$ cat src/rtl/mux_stream_n.sv
`default_nettype none
// ============================================================================
// Module   : mux_stream_n
// Brief    : Registered N-channel valid/ready stream mux, fixed-select or
//            round-robin arbitration, single output register.
// Revision : 1.0  initial release
// ============================================================================
module mux_stream_n #(
    parameter int NCH = 4,
    parameter int W   = 8,
    parameter int SW  = 2
) (
    input  logic             clk,
    input  logic             rst_n,
    input  logic             mode,
    input  logic [SW-1:0]    sel,
    input  logic [NCH-1:0]   in_valid,
    input  logic [NCH*W-1:0] in_data,
    output logic [NCH-1:0]   in_ready,
    output logic             out_valid,
    output logic [W-1:0]     out_data,
    output logic [SW-1:0]    out_ch,
    input  logic             out_ready
);

    localparam logic [SW-1:0] C_PTR_RST = SW'(NCH - 1);

    logic             r_valid;
    logic [W-1:0]     r_data;
    logic [SW-1:0]    r_ch;
    logic [SW-1:0]    r_rr_ptr;

    logic             w_load;
    logic [NCH-1:0]   w_fix_mask;
    logic [NCH-1:0]   w_rr_gnt;
    logic [SW-1:0]    w_rr_idx;
    logic             w_rr_hit;
    logic [SW-1:0]    w_idx;
    logic             w_xfer;
    logic [W-1:0]     w_data;

    assign w_load = ~r_valid | out_ready;

    // Fixed-select mask is independent of in_valid; out-of-range sel gives an empty mask.
    always_comb begin
        w_fix_mask = '0;
        for (int i = 0; i < NCH; i++) begin
            w_fix_mask[i] = (int'(sel) == i);
        end
    end

    // Round-robin search starts one past the last granted channel.
    always_comb begin
        int w_pos;
        w_pos    = 0;
        w_rr_gnt = '0;
        w_rr_idx = '0;
        w_rr_hit = 1'b0;
        for (int k = 1; k <= NCH; k++) begin
            w_pos = int'(r_rr_ptr) + k;
            if (w_pos >= NCH) begin
                w_pos = w_pos - NCH;
            end
            if (!w_rr_hit && in_valid[w_pos]) begin
                w_rr_hit        = 1'b1;
                w_rr_idx        = SW'(w_pos);
                w_rr_gnt[w_pos] = 1'b1;
            end
        end
    end

    always_comb begin
        in_ready = '0;
        if (rst_n) begin
            in_ready = (mode ? w_rr_gnt : w_fix_mask) & {NCH{w_load}};
        end
    end

    assign w_idx  = mode ? w_rr_idx : sel;
    assign w_xfer = |(in_valid & in_ready);

    always_comb begin
        w_data = '0;
        for (int i = 0; i < NCH; i++) begin
            if (int'(w_idx) == i) begin
                w_data = in_data[i*W +: W];
            end
        end
    end

    always_ff @(posedge clk or negedge rst_n) begin
        if (!rst_n) begin
            r_valid  <= 1'b0;
            r_data   <= '0;
            r_ch     <= '0;
            r_rr_ptr <= C_PTR_RST;
        end else begin
            if (w_xfer) begin
                r_valid <= 1'b1;
                r_data  <= w_data;
                r_ch    <= w_idx;
                if (mode) begin
                    r_rr_ptr <= w_idx;
                end
            end else if (out_ready) begin
                r_valid <= 1'b0;
            end
        end
    end

    assign out_valid = r_valid;
    assign out_data  = r_data;
    assign out_ch    = r_ch;

endmodule
`default_nettype wire

$ cat config.mk
export PLATFORM = sky130hd
export DESIGN_NAME = mux_stream_n
export DESIGN_NICKNAME = d
export VERILOG_FILES = /design/src/rtl/mux_stream_n.sv
export SDC_FILE = /design/constraint.sdc
export NUM_CORES = 1
export LEC_CHECK = 0
export CORE_MARGIN = 5
export CORE_UTILIZATION = 46
export CTS_BUF_LIST = sky130_fd_sc_hd__clkbuf_8
export DETAILED_ROUTE_END_ITERATION = 7
export PLACE_DENSITY = 0.94
export SYNTH_ARGS = -nofsm -noshare
export SYNTH_HDL_FRONTEND = slang
export SYNTH_SLANG_ARGS = --single-unit
$ cat constraint.sdc
create_clock -name clk -period 4.35 [get_ports clk]
set_clock_uncertainty 0.05 [all_clocks]
set_input_delay 0.435 -clock clk [delete_from_list [all_inputs] [get_ports clk]]
set_output_delay 0.435 -clock clk [all_outputs]
set_load 0.005 [all_outputs]
==> impl_metrics.yaml <==
outcome:
  status: "complete, no violations"
route:
  vias: 1475
  drc: 0
  dr.pass1.iters: 4
  wl_per_cell_um: 15.4
  drt_iter0_markers: 40
  drt.antenna.violating_nets: 0
  vias_per_cell: 5.61
  routed_wl_um: 4040
setup_path:
  path_depth: 8
  critPathRequiredTime_ns: 3.87
  crit_family: "flip-flops"
  crit_slowest_cell: "dfstp_2"
  crit_buf_inv: 2
  worst-path-max-fanout: 22
  crit_chain: "inv_1, ha_1, mux4_2, a21o_1, o221a_1, nor3_1, nor2_1, clkdlybuf4s50_1"
  cp-end-kind: "output pin"
  cp.arrival_ns: 3.44
  start_kind: "register"
  r2r_cells: 9
  crit_path_max_incr_delay_ns: 0.78
  worst-setup-path-type: "register to output pin"
yosys:
  yosysTopAreaCell: "dfrtp_1"
  ys_top_cells_by_count: "nand2_1 (20), mux2i_1 (18), mux2_2 (12), nor2_1 (12), dfrtp_1 (11)"
  synth_nets: 215
  syn_area_sq_um: 1530
  synth.avg_cell_area_sq_um: 9.28
  async_flop_share: 1.00
  yosysMostFrequentCell: "nand2_1"
  synth_flop_cell: "dfrtp_1"
  ys_seq_area_frac: 0.214
  synth_enable_flop_cells: 0
  synth_seq_cells: 13
  syn-instance-count: 165
  synth.distinct_cells: 48
  yosys_warnings: 0
  synth_area_leaders: "dfrtp_1 (18%), mux2i_1 (12%), mux2_2 (8.8%)"
  yosysTopAreaCellShare: 0.180
power:
  clkPwrFrac: 0.089
  powerDensity_nw_per_um2: 533
  netSwitchingFraction: 0.407
  seqPwrFrac: 0.221
  p_int_w: 0.000676
  comb_power_share: 0.690
  p_leak_nw: 0.904
  switching_power_w: 0.000464
  vdd_drop_max_mv: 0.348
final_layout:
  area_delta_synth_final_pct: 39.5
  drive_gt1_frac: 0.180
  num_antenna_cells: 0
  fin_nets: 268
min_path:
  hold_depth: 2
  min_path_type: "register to register"
sta:
  tightest_slew_ns: 0.553
  period_share: 0.902
  max_freq_mhz: 255
  hold_viol: 0
  tns_ns: 0
  whs_ns: 0.429
  rsz0062_at_grt: "false"
  period_minus_slack_ns: 3.92
  relSlewSlack: 0.621
  slew_viol_final: 0
  setup_viol: 0
place:
  globalplace.congestion: 0.860
  dpl.hpwl_um: 3210
  io_buffers: 56
global_routing:
  grt_use_total: 0.177
  grt_pass1_wl_um: 6330
  gr-total-overflow: 0
  grt_max_degree: 23
  antenna_found_initial: 0
  first_global_vias: 1377
clocking:
  clkTransAtPathRegs_ns: 0.05
  ctsLongestPathBuffers: 2
  cts_tree: "done"
  cts_root_buffer: "clkbuf_8"
  h-tree-depth: 1
  cts_sinks: 13
  numCtsBuffers: 3
  clock_latency_ns: 0.24
  postCtsHoldBufs: 0
  cts_setup_buffers: 0
  ctsResizeCount: 0
floorplan:
  die_h_um: 67.7
  initial_core_util: 0.466
  core_area_sq_um: 3280
  die_w_um: 67.7
  rows: 21
  dieArea_sq_um: 4580
  ios: 57
run:
  maxCapViolCount: 0
## worst reg2reg max path, cell delays in order, from the launching register on
cell and delay [ns]:
dfstp_2 0.78, inv_1 0.19, ha_1 0.48, mux4_2 0.63, a21o_1 0.20, o221a_1 0.22, o311ai_1 0.36, nand4_1 0.31
nand2_1 0.19, mux2_2 0.35
## kinds of logic (layout without fill, tap and decap cells)
family                   count (synthesis)  in the layout  synth area share
AND/OR/NAND/NOR                         56             56             0.190
AO/OA/AOI/OAI                           40             40             0.221
multiplexers                            32             32             0.235
buffers and inverters                   16             68            0.0743
flip-flops                              13             13             0.214
adder cells (fa/ha/maj)                  8              8            0.0654
## worst paths after layout
path                              from          end  slack, ns
hold reg to reg            out_data[5]  out_data[5]       0.43
setup / recovery           r_rr_ptr[0]  in_ready[3]       0.43
min in group asynchronous        rst_n  out_data[4]       0.48
setup reg to reg           r_rr_ptr[0]  r_rr_ptr[1]       0.51
max in group asynchronous        rst_n  r_rr_ptr[1]       3.54
hold / removal             out_data[5]  out_data[5]       0.43
## cell type report
type	count	area, sq um
fill	249	1150
multi-input combinational	136	1100
timing repair buffer	61	598
sequential	13	328
tap	46	57.6
clock buffer	3	41.3
inverter	3	11.3
clock inverter	1	3.75
## through the flow
stage	utilization	worst slack, ns	area [sq um]	cells	total power, W
floorplan	-	0.723	1530	165	0.000803
global placement	0.637	0.739	2090	259	0.00101
detailed placement	0.637	0.585	2090	259	0.00103
CTS	0.651	0.426	2140	263	0.00115
global route	0.651	0.254	2140	263	0.00122
finish	0.651	0.426	2140	263	0.00114
## layer usage
metal  GRT usage  wire length (um)  vias up
met1       0.239              1620      682
li1            -                 -      722
met2       0.292              2080       63
met3      0.0316               255        8
met5           0                 0        -
met4      0.0405                80        0
## registers in the layout, indices dropped and copies added (netlist names)
name,count
out_data,8
r_rr_ptr,2
out_ch,2
out_valid,1
## power by group through the flow
stage               Sequential, W  Clock, W  Combinational (W)
global route             0.000261  0.000109           0.000854
global placement         0.000248         0           0.000767
finish                   0.000252  0.000101           0.000786
CTS                      0.000252  0.000105           0.000790
detailed placement       0.000253         0           0.000782
floorplan                0.000232         0           0.000571
## placed cells by master, fill, tap and decap left out, types with 3 or more instances in the layout
master and n:
mux2i_1 18, nor4b_1 3, nor2_1 12, o21ai_0 4
clkdlybuf4s50_1 56, dfrtp_1 11, a21o_1 4, nor2b_1 4
nand2_1 20, nor3_1 4, inv_1 4, clkbuf_8 3
buf_4 5, a21oi_1 4, ha_1 8, mux2_2 12
and2_1 3, o21ai_2 8
(Power assumes the default switching activity.)
